**src/rtl/branch_resolve_unit.sv**
```systemverilog
// branch_resolve_unit: pipelined branch resolution with misprediction flush and squash window. Rev 1.0
// Optional macro BRU_PERF_CNT_EN adds saturating branch/mispredict counters.
`default_nettype none

module branch_resolve_unit #(
  parameter int XLEN          = 32,
  parameter int PIPE_STAGES   = 1,
  parameter int SQUASH_CYCLES = 2,
  parameter int CNT_WIDTH     = 32
) (
  input  logic            clk,
  input  logic            rstN,
  input  logic            in_valid,
  output logic            in_ready,
  input  logic            branch,
  input  logic [2:0]      func3,
  input  logic [XLEN-1:0] rs1,
  input  logic [XLEN-1:0] rs2,
  input  logic [XLEN-1:0] pc,
  input  logic [XLEN-1:0] imm,
  input  logic            pred_taken,
  input  logic [XLEN-1:0] pred_target,
  output logic            out_valid,
  input  logic            out_ready,
  output logic            taken,
  output logic [XLEN-1:0] target,
  output logic            mispredict,
  output logic [XLEN-1:0] redirect_pc,
  output logic            flush,
  input  logic            kill,
`ifdef BRU_PERF_CNT_EN
  output logic [CNT_WIDTH-1:0] br_count,
  output logic [CNT_WIDTH-1:0] mispred_count,
`endif
  output logic            illegal
);

  localparam int              SQ_W    = (SQUASH_CYCLES > 1) ? $clog2(SQUASH_CYCLES) : 1;
  localparam logic [SQ_W-1:0] SQ_LAST = SQ_W'(SQUASH_CYCLES - 1);

  typedef enum logic [0:0] {
    ST_RUN    = 1'b0,
    ST_SQUASH = 1'b1
  } state_e;

  state_e          state_q, state_d;
  logic [SQ_W-1:0] sq_cnt_q, sq_cnt_d;

  logic            out_valid_q, taken_q, mispredict_q, illegal_q, branch_q;
  logic [XLEN-1:0] target_q, redirect_q;

  logic w_advance, w_fire_out, w_accept;

  assign w_advance  = !out_valid_q || out_ready;
  assign w_fire_out = out_valid_q && out_ready;
  // kill outranks a coinciding mispredict: no redirect is raised for it
  assign flush      = w_fire_out && mispredict_q && (state_q == ST_RUN) && !kill;
  assign w_accept   = in_valid && w_advance && (state_q == ST_RUN) && !flush && !kill;
  assign in_ready   = w_advance;

  // Condition resolution
  logic            w_eq, w_lt_s, w_lt_u, w_cond, w_bad_f3;
  logic            w_res_taken, w_res_illegal;
  logic [XLEN-1:0] w_res_target, w_res_pc4;

  assign w_eq   = (rs1 == rs2);
  assign w_lt_s = ($signed(rs1) < $signed(rs2));
  assign w_lt_u = (rs1 < rs2);

  always_comb begin
    w_cond   = 1'b0;
    w_bad_f3 = 1'b0;
    case (func3)
      3'b000:  w_cond = w_eq;
      3'b001:  w_cond = !w_eq;
      3'b100:  w_cond = w_lt_s;
      3'b101:  w_cond = !w_lt_s;
      3'b110:  w_cond = w_lt_u;
      3'b111:  w_cond = !w_lt_u;
      default: w_bad_f3 = 1'b1;
    endcase
  end

  assign w_res_taken   = branch && w_cond;
  assign w_res_illegal = branch && w_bad_f3;
  assign w_res_target  = pc + imm;
  assign w_res_pc4     = pc + XLEN'(4);

  // Operands feeding the output register, from either the input or stage 1
  logic            w_o_valid, w_o_taken, w_o_illegal, w_o_branch, w_o_pred_taken;
  logic [XLEN-1:0] w_o_target, w_o_pc4, w_o_pred_target;
  logic            w_o_mispredict;
  logic [XLEN-1:0] w_o_redirect;

  generate
    if (PIPE_STAGES == 2) begin : g_two_stage
      logic            s1_valid_q, s1_taken_q, s1_illegal_q, s1_branch_q, s1_pred_taken_q;
      logic [XLEN-1:0] s1_target_q, s1_pc4_q, s1_pred_target_q;

      always_ff @(posedge clk or negedge rstN) begin
        if (!rstN) begin
          s1_valid_q       <= 1'b0;
          s1_taken_q       <= 1'b0;
          s1_illegal_q     <= 1'b0;
          s1_branch_q      <= 1'b0;
          s1_pred_taken_q  <= 1'b0;
          s1_target_q      <= '0;
          s1_pc4_q         <= '0;
          s1_pred_target_q <= '0;
        end else if (kill || flush) begin
          s1_valid_q <= 1'b0;
        end else if (w_advance) begin
          s1_valid_q <= w_accept;
          if (w_accept) begin
            s1_taken_q       <= w_res_taken;
            s1_illegal_q     <= w_res_illegal;
            s1_branch_q      <= branch;
            s1_pred_taken_q  <= pred_taken;
            s1_target_q      <= w_res_target;
            s1_pc4_q         <= w_res_pc4;
            s1_pred_target_q <= pred_target;
          end
        end
      end

      // the stage-1 op is younger than a flushing op and must not advance
      assign w_o_valid       = s1_valid_q && !flush;
      assign w_o_taken       = s1_taken_q;
      assign w_o_illegal     = s1_illegal_q;
      assign w_o_branch      = s1_branch_q;
      assign w_o_pred_taken  = s1_pred_taken_q;
      assign w_o_target      = s1_target_q;
      assign w_o_pc4         = s1_pc4_q;
      assign w_o_pred_target = s1_pred_target_q;
    end else begin : g_one_stage
      assign w_o_valid       = w_accept;
      assign w_o_taken       = w_res_taken;
      assign w_o_illegal     = w_res_illegal;
      assign w_o_branch      = branch;
      assign w_o_pred_taken  = pred_taken;
      assign w_o_target      = w_res_target;
      assign w_o_pc4         = w_res_pc4;
      assign w_o_pred_target = pred_target;
    end
  endgenerate

  assign w_o_mispredict = (w_o_taken != w_o_pred_taken) ||
                          (w_o_taken && (w_o_pred_target != w_o_target));
  assign w_o_redirect   = w_o_taken ? w_o_target : w_o_pc4;

  always_ff @(posedge clk or negedge rstN) begin
    if (!rstN) begin
      out_valid_q  <= 1'b0;
      taken_q      <= 1'b0;
      mispredict_q <= 1'b0;
      illegal_q    <= 1'b0;
      branch_q     <= 1'b0;
      target_q     <= '0;
      redirect_q   <= '0;
    end else if (kill) begin
      out_valid_q <= 1'b0;
    end else if (w_advance) begin
      out_valid_q <= w_o_valid;
      if (w_o_valid) begin
        taken_q      <= w_o_taken;
        mispredict_q <= w_o_mispredict;
        illegal_q    <= w_o_illegal;
        branch_q     <= w_o_branch;
        target_q     <= w_o_target;
        redirect_q   <= w_o_redirect;
      end
    end
  end

  assign out_valid   = out_valid_q;
  assign taken       = taken_q;
  assign mispredict  = mispredict_q;
  assign illegal     = illegal_q;
  assign target      = target_q;
  assign redirect_pc = redirect_q;

  // Squash FSM
  always_ff @(posedge clk or negedge rstN) begin
    if (!rstN) begin
      state_q  <= ST_RUN;
      sq_cnt_q <= '0;
    end else begin
      state_q  <= state_d;
      sq_cnt_q <= sq_cnt_d;
    end
  end

  always_comb begin
    state_d  = state_q;
    sq_cnt_d = sq_cnt_q;
    if (kill) begin
      state_d  = ST_RUN;
      sq_cnt_d = '0;
    end else begin
      case (state_q)
        ST_RUN: begin
          if (flush) begin
            state_d  = ST_SQUASH;
            sq_cnt_d = '0;
          end
        end
        ST_SQUASH: begin
          if (sq_cnt_q == SQ_LAST) begin
            state_d  = ST_RUN;
            sq_cnt_d = '0;
          end else begin
            sq_cnt_d = sq_cnt_q + SQ_W'(1);
          end
        end
        default: begin
          state_d  = ST_RUN;
          sq_cnt_d = '0;
        end
      endcase
    end
  end

`ifdef BRU_PERF_CNT_EN
  logic [CNT_WIDTH-1:0] br_cnt_q, mispred_cnt_q;

  always_ff @(posedge clk or negedge rstN) begin
    if (!rstN) begin
      br_cnt_q      <= '0;
      mispred_cnt_q <= '0;
    end else begin
      if (w_fire_out && branch_q && (br_cnt_q != '1)) begin
        br_cnt_q <= br_cnt_q + CNT_WIDTH'(1);
      end
      if (w_fire_out && mispredict_q && (mispred_cnt_q != '1)) begin
        mispred_cnt_q <= mispred_cnt_q + CNT_WIDTH'(1);
      end
    end
  end

  assign br_count      = br_cnt_q;
  assign mispred_count = mispred_cnt_q;
`else
  logic w_unused_perf;
  assign w_unused_perf = branch_q & (CNT_WIDTH != 0);
`endif

endmodule

`default_nettype wire

```
**config.mk**
```make
export PLATFORM = sky130hd
export DESIGN_NAME = branch_resolve_unit
export DESIGN_NICKNAME = d
export VERILOG_FILES = /design/src/rtl/branch_resolve_unit.sv
export SDC_FILE = /design/constraint.sdc
export NUM_CORES = 1
export LEC_CHECK = 0
export BUFFER_PORTS_ARGS = -buffer_cell sky130_fd_sc_hd__buf_2
export CORE_MARGIN = 8
export CORE_UTILIZATION = 56
export CTS_CLUSTER_DIAMETER = 100
export DETAILED_ROUTE_END_ITERATION = 16
export MAX_ROUTING_LAYER = met4
export PLACE_DENSITY = 0.88
export SYNTH_ARGS = -nofsm -noshare
export SYNTH_HDL_FRONTEND = slang
export SYNTH_SLANG_ARGS = --single-unit
```
**constraint.sdc**
```tcl
create_clock -name clk -period 4.2 [get_ports clk]
set_input_delay 0.84 -clock clk [delete_from_list [all_inputs] [get_ports clk]]
set_output_delay 0.84 -clock clk [all_outputs]
set_load 0.03 [all_outputs]
```
==> impl_metrics.tcl <==
set metrics [dict create \
    rsz0062_at_grt "no" \
    finalHoldViolations 0 \
    synth_compound_area_share_pct 20.42 \
    drt_wl_total_um 23960 \
    drt_iter0_markers 582 \
    final_area_sq_um 8721 \
    avgViaCountPerCell 5.945 \
    cts_tree "built" \
    p_int_mw 2.028 \
    critPathLaunchType "input pin" \
    yosysUniqueCellTypes 73 \
    maxCapViolCount 0 \
    clock_path_buffers 2 \
    seqPwrFrac_pct 28.1 \
    drt_pass1_iterations 6 \
    rows 40 \
    synthAdderAreaFrac_pct 12.01 \
    post-route-min-period_ns 4.031 \
    maxSlewHeadroom_pct 31.79 \
    synth_top_family_by_area "compound AO/OA/AOI/OAI gates" \
    netlist.area_leader.share_pct 25.64 \
    switchingPower_mw 1.561 \
    port_buffers 239 \
    antenna_found_initial 3 \
    synth.mux.area_fraction_pct 6.208 \
    syn2layout_area_growth_pct 27.63 \
    yosysMostFrequentCell "nand2_1" \
    grt_pass1_wl_um 37300 \
    crit_path_end_kind "flip-flop" \
    grt_usage_pct 29.97 \
    syn_nets 1051 \
    clockPowerShare_pct 21.1 \
    irDropWorstVdd_mv 0.2570 \
    seq_area_frac_synth_pct 25.64 \
    drive_gt1_share_pct 31.51 \
    vias 7318 \
    grt_pass1_vias 7132 \
    place_area_sq_um 8404 \
    nNetsFinal 1309 \
    timing.rr.end "mispredict" \
    finalSetupViolations 0 \
    outcome "complete, no violations" \
    place.detailed.hpwl_um 20040 \
    cts_max_level 3 \
    reg2reg_from "mispredict" \
    die_w_um 126.5 \
    ant_nets 0 \
    ios 240 \
    drv_slew 0 \
    clock_latency_ns 0.33 \
    die-area_sq_um 15990 \
    leakage_nw 4.309 \
    period_share_pct 95.97 \
    avgRoutedWirePerCell_um 19.46 \
    yosys-top-cells-count "101 x nand2_1, 70 x dfrtp_1, 70 x o21ai_0" \
    r2r_slack_ns 1.16 \
    synthesis.area_sq_um 6833 \
    min_to "target[19]" \
    synth_enable_flop_cells 0 \
    core_area_sq_um 11960 \
    clock-sinks 70 \
    synth_ff_type "dfrtp_1" \
    crit_arrival_ns 4.24 \
    hold_path_depth 2 \
    drcViolationCount 0 \
    hold_path.class "flip-flop to flip-flop" \
    worst_slew_pin_slew_ns 1.023 \
    powerDensity_nw_per_um2 411.6 \
    post-cts-setup-buffer-count 0 \
    overflow 0 \
    clock.fmax_mhz 248.1 \
    grt_max_degree 63 \
    yosys.area.top_type "dfrtp_1" \
    synth_xor_area_share_pct 13.37 \
    worstHoldStart "target[19]" \
    cts.reportedPaths.clkPinSlew_ns 0.05 \
    synthCells 816 \
    finClkSkew_ns 0.002520 \
    fp.dieH_um 126.5 \
    p_sw_share_pct 43.49 \
    postSynthAreaPerCell_sq_um 8.374 \
    start_util_pct 57.12 \
    yosysWarnings 0 \
    layout.cells.non_filler 1231 \
    gp_congestion 0.9627 \
    rr_worst_depth 10 \
    async_reset_ff_share_pct 100.0 \
    root_buffer "clkbuf_16" \
    synth.ff_latch_count 70 \
    synth_simple_gate_area_share_pct 18.22 \
    synth_area_leaders "dfrtp_1 26%, ha_1 12%, xnor2_1 6.0%" \
    dp.cells 1210 \
    worstPathRequired_ns 4.41 \
    cts_buffers 9 \
    critical_path.max_fanout 3 \
    crit_type "input pin to flip-flop" \
    comb_power_share_pct 50.8 \
]
==> through the flow <==
| step | TNS [ns] | worst slack [ns] | utilization, % | hold WS [ns] | total power [mW] |
|---|---|---|---|---|---|
| global route | 0 | 0.01867 | 72.89 | 0.4953 | 3.762 |
| CTS | 0 | 0.1969 | 72.79 | 0.4766 | 3.580 |
| global placement | -0.05952 | -0.05952 | 70.26 | 0.4574 | 2.777 |
| floorplan | 0 | 0.3328 | - | 0.5092 | 2.144 |
| detailed placement | -0.1378 | -0.1378 | 70.26 | 0.4646 | 2.815 |
| finish | 0 | 0.1691 | 72.91 | 0.4696 | 3.590 |
==> power by group through the flow <==
stage	registers (mW)	logic, mW	clock network [mW]
final	1.01	1.82	0.758
after floorplan	1.42	0.719	0
after detailed placement	1.02	1.80	0
after CTS	1.01	1.81	0.762
after global routing	1.03	1.94	0.790
after global placement	1.01	1.77	0
==> repair_timing <==
item	4_1_cts	5_1_grt
hold buffers	0	0
endpoints found under the hold margin	0	0
setup endpoints to repair	0	1
gates resized for setup	0	1
==> cells by family after synthesis <==
group           after synthesis
flops                        70
buf+inv                      74
fa+ha+maj                    65
simple gates                258
compound gates              217
mux                          39
xor+xnor                     93
==> layer usage <==
layer | vias up | global-route usage [%] | routed length (um)
li1 | 3471 | - | -
met1 | 3404 | 36.62 | 9894
met2 | 379 | 48.90 | 11370
met3 | 64 | 4.776 | 1845
met4 | 0 | 11.61 | 845
met5 | - | - | 0
==> registers in the layout, indices dropped and copies added (netlist names) <==
name	count
illegal	1
redirect_pc	32
taken	1
mispredict	1
state_q	1
target	32
sq_cnt_q	1
out_valid	1
==> worst max-delay path by stage <==
stage / start / endpoint / depth (start not counted)
final: pc[0] / mispredict / 13
after floorplan: pc[0] / mispredict / 12
after detailed placement: pc[0] / mispredict / 13
after global placement: pc[0] / mispredict / 13
after CTS: pc[0] / mispredict / 13
after global routing: pc[0] / mispredict / 13
==> cell type report <==
class / instances / area [sq um]
repair buffers: 280 / 1516
clock buffers: 13 / 260.3
fillers: 982 / 3241
multi-input cells: 672 / 4800
well taps: 147 / 183.9
inverters: 41 / 153.9
clock inverters: 3 / 42.54
flip-flops and latches: 70 / 1752
diodes: 5 / 12.51
==> worst max-delay path, stage by stage <==
cell and delay (ns):
buf_2 0.11, ha_1 0.23, fa_1 0.50, xnor2_1 0.22
nand3_1 0.15, a2111o_1 0.42, a2111oi_1 0.35, nand4_1 0.14
nor4_1 0.26, nand4_1 0.14, or4_1 0.57, nor4_1 0.23
nor3_1 0.07
==> cell usage in the layout, fill, tap and decap left out, types with 6 or more instances in the layout <==
master / Yosys / layout
a21o_1: 16 / 16
a21oi_1: 60 / 60
a31oi_1: 7 / 7
and3_1: 11 / 11
buf_2: 3 / 239
buf_4: 0 / 40
clkbuf_16: 0 / 9
dfrtp_1: 70 / 70
ha_1: 64 / 64
inv_1: 41 / 41
mux2_2: 27 / 27
mux2i_1: 12 / 12
nand2_1: 101 / 101
nand2b_1: 10 / 10
nand3_1: 24 / 24
nand4_1: 22 / 22
nor2_1: 38 / 38
nor2b_1: 9 / 9
nor3_1: 16 / 16
nor4_1: 6 / 6
o21a_1: 6 / 6
o21ai_0: 70 / 70
xnor2_1: 47 / 47
xor2_1: 38 / 38
Note: power is estimated with default switching activity, not from simulation.
